===== src/rtl/pc_sel_ctrl_pkg.sv =====
// rtl/pc_sel_ctrl_pkg.sv - shared encodings, counter constants and FSM states for the next-PC select logic
package pc_sel_ctrl_pkg;

  localparam logic [2:0] PCMUX_DEFAULT  = 3'd0;
  localparam logic [2:0] PCMUX_CURR_PC4 = 3'd1;
  localparam logic [2:0] PCMUX_PRED_TGT = 3'd2;
  localparam logic [2:0] PCMUX_BRANCH   = 3'd3;
  localparam logic [2:0] PCMUX_CORR_PC4 = 3'd4;

  localparam logic [1:0] CTR_WNT = 2'b01;
  localparam logic [1:0] CTR_WT  = 2'b10;

  typedef enum logic {
    ST_IDLE  = 1'b0,
    ST_FLUSH = 1'b1
  } fsm_state_t;

  function automatic logic [1:0] ctr_step(input logic [1:0] ctr, input logic taken);
    if (taken) return (ctr == 2'b11) ? ctr : ctr + 2'b01;
    return (ctr == 2'b00) ? ctr : ctr - 2'b01;
  endfunction

endpackage


===== src/rtl/pc_sel_ctrl_if.sv =====
// rtl/pc_sel_ctrl_if.sv - fetch lookup, EX resolve and next-PC control bundle
interface pc_sel_ctrl_if;

  logic        fetch_valid;
  logic [31:0] fetch_pc;
  logic [2:0]  pc_sel;
  logic [31:0] predicted_target;
  logic        pred_taken;
  logic        ex_valid;
  logic [31:0] ex_pc;
  logic        ex_taken;
  logic [31:0] ex_target;
  logic        ex_pred_taken;
  logic [31:0] ex_pred_target;
  logic [31:0] corr_pc4;
  logic        flush;
  logic [15:0] mispredict_cnt;

  modport master (
    output fetch_valid, fetch_pc, ex_valid, ex_pc, ex_taken, ex_target,
           ex_pred_taken, ex_pred_target,
    input  pc_sel, predicted_target, pred_taken, corr_pc4, flush, mispredict_cnt
  );

  modport slave (
    input  fetch_valid, fetch_pc, ex_valid, ex_pc, ex_taken, ex_target,
           ex_pred_taken, ex_pred_target,
    output pc_sel, predicted_target, pred_taken, corr_pc4, flush, mispredict_cnt
  );

endinterface


===== src/rtl/pc_sel_ctrl_btb_table.sv =====
// rtl/pc_sel_ctrl_btb_table.sv - direct-mapped BTB storage with a one-deep update stage and read bypass
module btb_table #(
  parameter int IDX_BITS = 4,
  parameter int TAG_BITS = 8
) (
  input  logic                clk,
  input  logic                rst_n,
  input  logic [IDX_BITS-1:0] rd_idx,
  output logic                rd_valid,
  output logic [TAG_BITS-1:0] rd_tag,
  output logic [1:0]          rd_ctr,
  output logic [31:0]         rd_tgt,
  input  logic                wr_en,
  input  logic [IDX_BITS-1:0] wr_idx,
  input  logic [TAG_BITS-1:0] wr_tag,
  input  logic                wr_taken,
  input  logic [31:0]         wr_target
);
  import pc_sel_ctrl_pkg::*;

  localparam int ENTRIES = 1 << IDX_BITS;

  logic [ENTRIES-1:0]       valid_q;
  logic [ENTRIES-1:0][1:0]  ctr_q;
  logic [TAG_BITS-1:0]      tag_q [ENTRIES];
  logic [31:0]              tgt_q [ENTRIES];

  logic                upd_v_q;
  logic [IDX_BITS-1:0] upd_idx_q;
  logic [TAG_BITS-1:0] upd_tag_q;
  logic                upd_taken_q;
  logic [31:0]         upd_tgt_q;

  logic                upd_hit;
  logic                new_valid;
  logic [TAG_BITS-1:0] new_tag;
  logic [1:0]          new_ctr;
  logic [31:0]         new_tgt;
  logic                bypass;

  always_ff @(posedge clk or negedge rst_n) begin
    if (!rst_n) begin
      upd_v_q     <= 1'b0;
      upd_idx_q   <= '0;
      upd_tag_q   <= '0;
      upd_taken_q <= 1'b0;
      upd_tgt_q   <= '0;
    end else begin
      upd_v_q <= wr_en;
      if (wr_en) begin
        upd_idx_q   <= wr_idx;
        upd_tag_q   <= wr_tag;
        upd_taken_q <= wr_taken;
        upd_tgt_q   <= wr_target;
      end
    end
  end

  // Entry as it will look once the pending update lands; feeds both the write and the bypass.
  always_comb begin
    upd_hit   = valid_q[upd_idx_q] && (tag_q[upd_idx_q] == upd_tag_q);
    new_valid = valid_q[upd_idx_q];
    new_tag   = tag_q[upd_idx_q];
    new_ctr   = ctr_q[upd_idx_q];
    new_tgt   = tgt_q[upd_idx_q];
    if (upd_hit) begin
      new_ctr = ctr_step(ctr_q[upd_idx_q], upd_taken_q);
      if (upd_taken_q) new_tgt = upd_tgt_q;
    end else if (upd_taken_q) begin
      new_valid = 1'b1;
      new_tag   = upd_tag_q;
      new_tgt   = upd_tgt_q;
      new_ctr   = CTR_WT;
    end
  end

  always_ff @(posedge clk or negedge rst_n) begin
    if (!rst_n) begin
      valid_q <= '0;
      ctr_q   <= {ENTRIES{CTR_WNT}};
    end else if (upd_v_q) begin
      valid_q[upd_idx_q] <= new_valid;
      ctr_q[upd_idx_q]   <= new_ctr;
    end
  end

  always_ff @(posedge clk) begin
    if (upd_v_q) begin
      tag_q[upd_idx_q] <= new_tag;
      tgt_q[upd_idx_q] <= new_tgt;
    end
  end

  assign bypass   = upd_v_q && (upd_idx_q == rd_idx);
  assign rd_valid = bypass ? new_valid : valid_q[rd_idx];
  assign rd_tag   = bypass ? new_tag   : tag_q[rd_idx];
  assign rd_ctr   = bypass ? new_ctr   : ctr_q[rd_idx];
  assign rd_tgt   = bypass ? new_tgt   : tgt_q[rd_idx];

endmodule


===== src/rtl/pc_sel_ctrl.sv =====
// rtl/pc_sel_ctrl.sv - BTB lookup, mispredict resolve, next-PC select priority and front-end flush FSM
module pc_sel_ctrl #(
  parameter int IDX_BITS  = 4,
  parameter int TAG_BITS  = 8,
  parameter int FLUSH_CYC = 2
) (
  input logic          clk,
  input logic          rst_n,
  pc_sel_ctrl_if.slave bus
);
  import pc_sel_ctrl_pkg::*;

  localparam logic [1:0] FLUSH_LOAD = 2'(FLUSH_CYC);

  logic [IDX_BITS-1:0] f_idx;
  logic [IDX_BITS-1:0] ex_idx;
  logic [TAG_BITS-1:0] f_tag;
  logic [TAG_BITS-1:0] ex_tag;

  logic                rd_valid;
  logic [TAG_BITS-1:0] rd_tag;
  logic [1:0]          rd_ctr;
  logic [31:0]         rd_tgt;

  logic        hit;
  logic        lk_taken;
  logic [31:0] lk_tgt;
  logic        mis_nt;
  logic        mis_t;
  logic        mis_any;
  logic [31:0] ex_pc4;

  fsm_state_t  state_q, state_d;
  logic [1:0]  cnt_q, cnt_d;
  logic [31:0] corr_q;
  logic [15:0] mis_cnt_q;

  logic [2:0]  pc_sel;
  logic        pred_taken;
  logic [31:0] corr_pc4;
  logic        flush;

  // Low two PC bits are dropped by the shift; bits above the tag are ignored.
  assign f_idx  = IDX_BITS'(bus.fetch_pc >> 2);
  assign f_tag  = TAG_BITS'(bus.fetch_pc >> (IDX_BITS + 2));
  assign ex_idx = IDX_BITS'(bus.ex_pc >> 2);
  assign ex_tag = TAG_BITS'(bus.ex_pc >> (IDX_BITS + 2));
  assign ex_pc4 = bus.ex_pc + 32'd4;

  btb_table #(
    .IDX_BITS (IDX_BITS),
    .TAG_BITS (TAG_BITS)
  ) u_btb (
    .clk       (clk),
    .rst_n     (rst_n),
    .rd_idx    (f_idx),
    .rd_valid  (rd_valid),
    .rd_tag    (rd_tag),
    .rd_ctr    (rd_ctr),
    .rd_tgt    (rd_tgt),
    .wr_en     (bus.ex_valid),
    .wr_idx    (ex_idx),
    .wr_tag    (ex_tag),
    .wr_taken  (bus.ex_taken),
    .wr_target (bus.ex_target)
  );

  assign hit      = rd_valid && (rd_tag == f_tag);
  assign lk_taken = hit && rd_ctr[1];
  assign lk_tgt   = hit ? rd_tgt : 32'd0;

  assign mis_nt  = bus.ex_valid && bus.ex_taken &&
                   (!bus.ex_pred_taken || (bus.ex_pred_target != bus.ex_target));
  assign mis_t   = bus.ex_valid && !bus.ex_taken && bus.ex_pred_taken;
  assign mis_any = mis_nt || mis_t;
  assign flush   = (state_q == ST_FLUSH);

  always_ff @(posedge clk or negedge rst_n) begin
    if (!rst_n) begin
      state_q <= ST_IDLE;
      cnt_q   <= 2'd0;
    end else begin
      state_q <= state_d;
      cnt_q   <= cnt_d;
    end
  end

  // A mispredict in any state (re)loads the flush window.
  always_comb begin
    state_d = state_q;
    cnt_d   = cnt_q;
    if (mis_any) begin
      state_d = ST_FLUSH;
      cnt_d   = FLUSH_LOAD;
    end else if (state_q == ST_FLUSH) begin
      if (cnt_q <= 2'd1) begin
        state_d = ST_IDLE;
        cnt_d   = 2'd0;
      end else begin
        cnt_d = cnt_q - 2'd1;
      end
    end
  end

  always_comb begin
    pc_sel     = PCMUX_CURR_PC4;
    pred_taken = lk_taken && !flush;
    corr_pc4   = corr_q;
    if (mis_nt) begin
      pc_sel = PCMUX_BRANCH;
    end else if (mis_t) begin
      pc_sel   = PCMUX_CORR_PC4;
      corr_pc4 = ex_pc4;
    end else if (flush) begin
      pc_sel = PCMUX_CURR_PC4;
    end else if (bus.fetch_valid && lk_taken) begin
      pc_sel = PCMUX_PRED_TGT;
    end
  end

  always_ff @(posedge clk or negedge rst_n) begin
    if (!rst_n) begin
      corr_q    <= 32'd0;
      mis_cnt_q <= 16'd0;
    end else begin
      if (bus.ex_valid) corr_q <= ex_pc4;
      if (mis_any && (mis_cnt_q != 16'hFFFF)) mis_cnt_q <= mis_cnt_q + 16'd1;
    end
  end

  assign bus.pc_sel           = pc_sel;
  assign bus.predicted_target = lk_tgt;
  assign bus.pred_taken       = pred_taken;
  assign bus.corr_pc4         = corr_pc4;
  assign bus.flush            = flush;
  assign bus.mispredict_cnt   = mis_cnt_q;

endmodule


===== src/flat_wrapper.sv =====
// flat-port wrapper written by rule: the top's interface ports become plain ports
module pc_sel_ctrl_flat import pc_sel_ctrl_pkg::*;
#(
  parameter int IDX_BITS  = 4,
  parameter int TAG_BITS  = 8,
  parameter int FLUSH_CYC = 2
)
  (clk, rst_n, bus_fetch_valid, bus_fetch_pc, bus_ex_valid, bus_ex_pc, bus_ex_taken, bus_ex_target, bus_ex_pred_taken, bus_ex_pred_target, bus_pc_sel, bus_predicted_target, bus_pred_taken, bus_corr_pc4, bus_flush, bus_mispredict_cnt);
  pc_sel_ctrl_if bus_i ();
  input logic clk;
  input logic rst_n;
  input wire logic [$bits(bus_i.fetch_valid)-1:0] bus_fetch_valid;
  input wire logic [$bits(bus_i.fetch_pc)-1:0] bus_fetch_pc;
  input wire logic [$bits(bus_i.ex_valid)-1:0] bus_ex_valid;
  input wire logic [$bits(bus_i.ex_pc)-1:0] bus_ex_pc;
  input wire logic [$bits(bus_i.ex_taken)-1:0] bus_ex_taken;
  input wire logic [$bits(bus_i.ex_target)-1:0] bus_ex_target;
  input wire logic [$bits(bus_i.ex_pred_taken)-1:0] bus_ex_pred_taken;
  input wire logic [$bits(bus_i.ex_pred_target)-1:0] bus_ex_pred_target;
  output wire logic [$bits(bus_i.pc_sel)-1:0] bus_pc_sel;
  output wire logic [$bits(bus_i.predicted_target)-1:0] bus_predicted_target;
  output wire logic [$bits(bus_i.pred_taken)-1:0] bus_pred_taken;
  output wire logic [$bits(bus_i.corr_pc4)-1:0] bus_corr_pc4;
  output wire logic [$bits(bus_i.flush)-1:0] bus_flush;
  output wire logic [$bits(bus_i.mispredict_cnt)-1:0] bus_mispredict_cnt;
  assign bus_i.fetch_valid = bus_fetch_valid;
  assign bus_i.fetch_pc = bus_fetch_pc;
  assign bus_i.ex_valid = bus_ex_valid;
  assign bus_i.ex_pc = bus_ex_pc;
  assign bus_i.ex_taken = bus_ex_taken;
  assign bus_i.ex_target = bus_ex_target;
  assign bus_i.ex_pred_taken = bus_ex_pred_taken;
  assign bus_i.ex_pred_target = bus_ex_pred_target;
  assign bus_pc_sel = bus_i.pc_sel;
  assign bus_predicted_target = bus_i.predicted_target;
  assign bus_pred_taken = bus_i.pred_taken;
  assign bus_corr_pc4 = bus_i.corr_pc4;
  assign bus_flush = bus_i.flush;
  assign bus_mispredict_cnt = bus_i.mispredict_cnt;
  pc_sel_ctrl #(.IDX_BITS(IDX_BITS), .TAG_BITS(TAG_BITS), .FLUSH_CYC(FLUSH_CYC)) u_core (.clk(clk), .rst_n(rst_n), .bus(bus_i));
endmodule

===== config.mk =====
export PLATFORM = sky130hd
export DESIGN_NAME = pc_sel_ctrl_flat
export DESIGN_NICKNAME = d
export VERILOG_FILES = /design/src/rtl/pc_sel_ctrl_pkg.sv /design/src/rtl/pc_sel_ctrl_if.sv /design/src/rtl/pc_sel_ctrl_btb_table.sv /design/src/rtl/pc_sel_ctrl.sv /design/src/flat_wrapper.sv
export SDC_FILE = /design/constraint.sdc
export NUM_CORES = 1
export LEC_CHECK = 0
export CAP_MARGIN = 10
export CORE_UTILIZATION = 40
export CTS_CLUSTER_SIZE = 28
export DETAILED_ROUTE_END_ITERATION = 6
export GPL_TIMING_DRIVEN = 0
export PLACE_DENSITY_LB_ADDON = 0.05
export SLEW_MARGIN = 15
export SYNTH_ARGS = -nofsm -noshare
export SYNTH_HDL_FRONTEND = slang
export SYNTH_HIERARCHICAL = 1
export SYNTH_SLANG_ARGS = --single-unit

===== constraint.sdc =====
create_clock -name clk -period 6.7 [get_ports clk]
set_input_delay 1.005 -clock clk [delete_from_list [all_inputs] [get_ports clk]]
set_output_delay 1.005 -clock clk [all_outputs]
set_load 0.01 [all_outputs]

### Yosys cells after proc, flatten, opt, wreduce, memory -nomap -nowiden

Memories as Yosys holds them, arrays and structs flattened.
Cells that the tools add are included.

| cells by class | value |
|---|---|
| $add $sub $neg | 5 |
| $lt $le $gt $ge | 4 |
| equality and inequality tests | 6 |
| multiplexer cells | 46 |
| reductions and logical operators | 19 |

Operators with widths:

| kind | count |
|---|---|
| two-way mux 32 bit | 5 |
| adder 32 x 3 -> 32 bit (second input constant) | 1 |
| bitwise mux 32 bit | 1 |
| != test 32 bit | 1 |
| two-way mux 2 bit | 14 |
| two-way mux 8 bit | 3 |
| adder 16 x 1 -> 16 bit (second input constant) | 1 |
| binary-select mux 2 bit (select 4 bit) | 2 |
| bitwise mux 16 bit | 1 |
| == test 8 bit | 2 |
| != test 16 bit (second input constant) | 1 |
| two-way mux 1 bit | 13 |
| logical AND 1 bit | 12 |
| less-than comparator 4 x 5 -> 1 bit (second input constant) | 2 |
| two-way mux 3 bit | 3 |
| binary-select mux 1 bit (select 4 bit) | 2 |
| demux 2 bit (select 4 bit) | 1 |
| demux 1 bit (select 4 bit) | 1 |
| == test 4 bit | 1 |
| >= comparator 4 x 1 -> 1 bit (second input constant) | 1 |
| subtractor 2 x 1 -> 2 bit (second input constant) | 2 |
| logical NOT 1 bit | 3 |
| adder 2 x 1 -> 2 bit (second input constant) | 1 |
| == test 2 bit (second input constant) | 1 |
| other kinds (4) | 5 |

| storage, ports and cells | value |
|---|---|
| register bits after elaboration | 145 |
| bits in writable memories | 640 |
| input port bits | 134 |
| output and inout port bits | 85 |
| logic and storage cells | 108 |
| memories | 2 |

Memories:

| name | words | bits a word | read ports | clocked after memory_dff | wr ports | RTL line | source |
|---|---|---|---|---|---|---|---|
| u_core.u_btb.tgt_q | 16 | 32 | 2 | 0 | 1 | pc_sel_ctrl_btb_table.sv:26 | `logic [31:0] tgt_q [ENTRIES];` |
| u_core.u_btb.tag_q | 16 | 8 | 2 | 0 | 1 | pc_sel_ctrl_btb_table.sv:25 | `logic [TAG_BITS-1:0] tag_q [ENTRIES];` |

### Longest topological paths before layout

| depth | value |
|---|---|
| depth in word-level cells | 14 |
| gate-level depth with buffers | 18 |
| depth with buffers taken out | 13 |

### Cells and area by module

Netlist, hierarchy kept.

Modules (own cells, without submodules):

| module | instances | cells each | area each (um^2) | seq. area each (um^2) |
|---|---|---|---|---|
| btb_table | 1 | 1865 | 34862.2 | 21590.7 |
| pc_sel_ctrl | 1 | 437 | 3588.4 | 1276.2 |

### Worst setup path after synthesis

No wires, ideal clock.

| timing path | value |
|---|---|
| path kind | input to output |
| from | input port bus_fetch_pc[2] |
| to | output port bus_pc_sel[1] |
| arrival time | 4.333 ns |
| slack | 1.362 ns |
| stages on the path | 12 |
| buffers on the path | 2 |
| cell sequence | clkbuf_1 > buf_1 > mux4_2 > mux4_2 > nand2_1 > o221ai_1 > xnor2_1 > nand3_1 > nor3_1 > and3_1 > a21oi_1 > nor2_1 |

| on the way | value |
|---|---|
| cells in the longest elaborated chain, start to end | 11 |

Ends and longest elaborated chain:

| what | RTL line | source |
|---|---|---|
| start, declared | flat_wrapper.sv:13 | `input wire logic [$bits(bus_i.fetch_pc)-1:0] bus_fetch_pc;` |
| branches (longest 2 deep; another with memory read (16 x 8 bit)) | n/a |  |
| two-way mux 8 bit * | pc_sel_ctrl_btb_table.sv:96 | `assign rd_tag = bypass ? new_tag : tag_q[rd_idx];` |
| via u_core.rd_tag[3] | pc_sel_ctrl.sv:21 | `logic [TAG_BITS-1:0] rd_tag;` |
| == test 8 bit * | pc_sel_ctrl.sv:68 | `assign hit = rd_valid && (rd_tag == f_tag);` |
| logical AND 1 bit * | pc_sel_ctrl.sv:68 |  |
| logical AND 1 bit * | pc_sel_ctrl.sv:69 | `assign lk_taken = hit && rd_ctr[1];` |
| logical AND 1 bit * | pc_sel_ctrl.sv:116 | `end else if (bus.fetch_valid && lk_taken) begin` |
| two-way mux 2 bit * | pc_sel_ctrl.sv:116 |  |
| two-way mux 3 bit * | pc_sel_ctrl.sv:114 | `end else if (flush) begin` |
| two-way mux 3 bit * | pc_sel_ctrl.sv:111 | `end else if (mis_t) begin` |
| two-way mux 3 bit * | pc_sel_ctrl.sv:109 | `if (mis_nt) begin` |
| end, declared | flat_wrapper.sv:20 | `output wire logic [$bits(bus_i.pc_sel)-1:0] bus_pc_sel;` |

Mark *: on every way through the listed nets, which the timed path passes. The select of a mux whose other input is x is not followed.

### Worst setup path in the final report

| timing path | value |
|---|---|
| from | register u_core.u_btb.upd_idx_q[0] |
| to | output port bus_predicted_target[19] |

| on the way | value |
|---|---|
| cells in the longest elaborated chain, start to end | 8 |

Ends and longest elaborated chain:

| what | RTL line | source |
|---|---|---|
| start, declared | pc_sel_ctrl_btb_table.sv:29 | `logic [IDX_BITS-1:0] upd_idx_q;` |
| start signal, assigned | pc_sel_ctrl_btb_table.sv:51 | `upd_idx_q <= wr_idx;` |
| memory read (16 x 8 bit) / binary-select mux 1 bit (select 4 bit) (equally long branches) | n/a |  |
| == test 8 bit / two-way mux 1 bit (equally long branches) | pc_sel_ctrl_btb_table.sv:61 | `upd_hit = valid_q[upd_idx_q] && (tag_q[upd_idx_q] == upd_tag_q);` |
| logical AND 1 bit | pc_sel_ctrl_btb_table.sv:61 |  |
| two-way mux 8 bit | pc_sel_ctrl_btb_table.sv:66 | `if (upd_hit) begin` |
| two-way mux 8 bit * | pc_sel_ctrl_btb_table.sv:96 |  |
| via u_core.rd_tag[5] | pc_sel_ctrl.sv:21 |  |
| == test 8 bit * | pc_sel_ctrl.sv:68 |  |
| logical AND 1 bit * | pc_sel_ctrl.sv:68 |  |
| two-way mux 32 bit * | pc_sel_ctrl.sv:70 | `assign lk_tgt = hit ? rd_tgt : 32'd0;` |
| end, declared | flat_wrapper.sv:21 | `output wire logic [$bits(bus_i.predicted_target)-1:0] bus_predicted_target;` |

Mark *: on every way through the listed nets, which the timed path passes. The rest lies on a longest branch. The select of a mux whose other input is x is not followed.

==> impl_metrics.toml <==
[critical_path]
slowest_stage = "or4b_2"
reg2regPathDepth = 11
cp_top_family = "buffers and inverters"
worst-r2r-setup-slack_ns = 2.32
reg2reg_from = "u_core/u_btb/upd_idx_q[1]$_DFFE_PN0P_"
required_ns = 5.69
r2r-end = "u_core/u_btb/tgt_q[3][12]$_DFFE_PP_"
path_cells = "buf_6 -> buf_8 -> buf_12 -> mux4_2 -> mux2_2 -> xor2_1 -> a221oi_4 -> nand4_1 -> or4b_2 -> o211ai_1 -> xnor2_1 -> nand3_1 -> nor3_4 -> buf_6 -> buf_8 -> and2_1 -> clkdlybuf4s50_1"
cp-end-kind = "output port"
cpPeakStageDelay_ns = 0.69
worst-setup-path-type = "reg2out"
path_buf_inv = 6
critPathLaunchType = "register"
crit_fanout = 10
worst_ep_arrival_time_ns = 5.49

[floorplanning]
die_y_microns = 311
io_pins = 219
coreArea_sq_mm = 0.0949
row_count = 113
start_util_pct = 40.4
die_x_microns = 311
die_area_sq_mm = 0.0970

[detailed_routing]
wl_per_cell_microns = 33.5
wirelength_microns = 132000
dr.pass1.iters = 7
vias = 24100
routed_via_density = 6.10
drcViolationCount = 4
ant_nets = 0
drtIter0Drc = 2603

[power]
total_power_uw = 13000
ir_drop_v = 0.000170
p_leak_uw = 0.0156
power.density_mw_per_mm2 = 285

[timing]
fmax_ghz = 0.154
worstMarginPinSlew_ns = 1.27
finalSetupTns_ns = 0
timing.hold.ws_ns = 0.292
fin_crit_ns = 6.50
finalHoldViolations = 0
max-slew-margin-rel_pct = 15.2
skew_ns = 0.0304
setup_violations = 0
finalCritPeriodShare_pct = 97.0
grt_setup_unrepaired = "false"
maxSlewViolCount = 0

[outcome]
run_status = "complete, but fails checks"
violations = "DRC"

[finish]
most-common-layout-cells = "edfxtp_1, mux4_2, nand2_1, clkdlybuf4s50_1, dfrtp_1"
syn_to_final_growth_pct = 19.1
final_area_sq_mm = 0.0456
mostFrequentLayoutCell = "edfxtp_1"
drive_above_1_share_pct = 28.6
fin_util_pct = 48.1
fillers = 8031
layout.nets = 2743

[placement]
place_congestion = 0.894
io_buffers = 195
dpl.hpwl_microns = 85700
place_area_sq_mm = 0.0424

[clocking]
clk_pin_slew_ns = 0.07
cts_buffers = 88
cts_buffer_depth = 3
tritoncts = "built"
cts-root-buf = "clkbuf_16"
cts_max_level = 3
cts.sinks = 785
clock_latency_ns = 0.66

[global_routing]
grt.total_usage_pct = 27.5
grt_pass1_vias = 25100
grt_overflow = 0
grt_max_degree = 79
grt_pass1_wl_microns = 187000
antenna_found_initial = 5

[yosys]
syn_nets = 2429
synth_warnings = 6
syn_inst = 2293
synthesis.area_sq_mm = 0.0383
postSynthAreaPerCell_sq_um = 16.7

[min_path]
hold_path_class = "in2async"

[job]
maxCapViolations = 0
[flip-flops by register name, indices dropped and copies added, names as in the netlist]
| name | count |
|---|---|
| u_core/cnt_q | 2 |
| u_core/u_btb/upd_taken_q | 1 |
| u_core/u_btb/tag_q | 128 |
| u_core/corr_q | 32 |
| u_core/u_btb/ctr_q | 32 |
| u_core/u_btb/upd_tgt_q | 32 |
| u_core/u_btb/upd_idx_q | 4 |
| u_core/u_btb/upd_v_q | 1 |
| u_core/u_btb/tgt_q | 512 |
| u_core/u_btb/upd_tag_q | 8 |
| u_core/bus.flush | 1 |
| u_core/bus.mispredict_cnt | 16 |
| u_core/u_btb/valid_q | 16 |
[through the flow]
step | worst slack, ns | std cells
after global placement | -3.11 | 3753
after CTS | 0.00388 | 3941
final | 0.203 | 3949
after global routing | 0.00638 | 3946
after detailed placement | -1.66 | 3776
after floorplan | 1.45 | 2293
[area by class of cell]
class / count / area [sq um] / area share (%)
Multi-Input combinational cell: 1325 / 14800 / 32.4
Clock inverter: 38 / 368 / 0.806
Antenna cell: 3 / 7.51 / 0.0165
Timing Repair Buffer: 224 / 2530 / 5.55
Inverter: 25 / 135 / 0.296
Tap cell: 1265 / 1580 / 3.47
Sequential cell: 785 / 22900 / 50.1
Clock buffer: 126 / 2490 / 5.46
Buffer: 158 / 843 / 1.85
[power by group]
group | switching [uW] | internal [uW] | leakage, uW
clock | 1990 | 2850 | 0.00139
sequential | 185 | 5750 | 0.00752
combinational | 1280 | 940 | 0.00665
total | 3450 | 9540 | 0.0156
[metal layers]
layer  GRT usage (%)  wire length, microns  up-vias
met5               0                     0        -
met4            9.68                  4460        0
met3            6.72                 11900      216
met2            43.1                 62200     1190
met1            37.3                 53600    12800
li1                -                     -     9871
[worst max path at each step]
| stage | startpoint | to | slack [ns] | depth (start not counted) |
|---|---|---|---|---|
| 3_3_place_gp | bus_fetch_pc[2] | bus_predicted_target[12] | -3.11 | 15 |
| 5_1_grt | u_core/u_btb/upd_idx_q[0]$_DFFE_PN0P_ | bus_predicted_target[19] | 0.006 | 17 |
| 4_1_cts | u_core/u_btb/upd_idx_q[0]$_DFFE_PN0P_ | bus_predicted_target[15] | 0.004 | 17 |
| 2_1_floorplan | bus_fetch_pc[2] | bus_pc_sel[1] | 1.45 | 12 |
| 6_report | u_core/u_btb/upd_idx_q[0]$_DFFE_PN0P_ | bus_predicted_target[19] | 0.20 | 17 |
| 3_5_place_dp | u_core/u_btb/upd_idx_q[0]$_DFFE_PN0P_ | bus_predicted_target[15] | -1.66 | 19 |
[repair_timing]
| item | 4_1_cts | 5_1_grt |
|---|---|---|
| gates resized for setup | 48 | 38 |
| buffers inserted | 1 | 4 |
| setup endpoints to repair | 35 | 34 |
| pin swaps | 3 | 6 |
| hold buffers | 0 | 0 |
No activity file was read; power rests on OpenSTA's default activity.
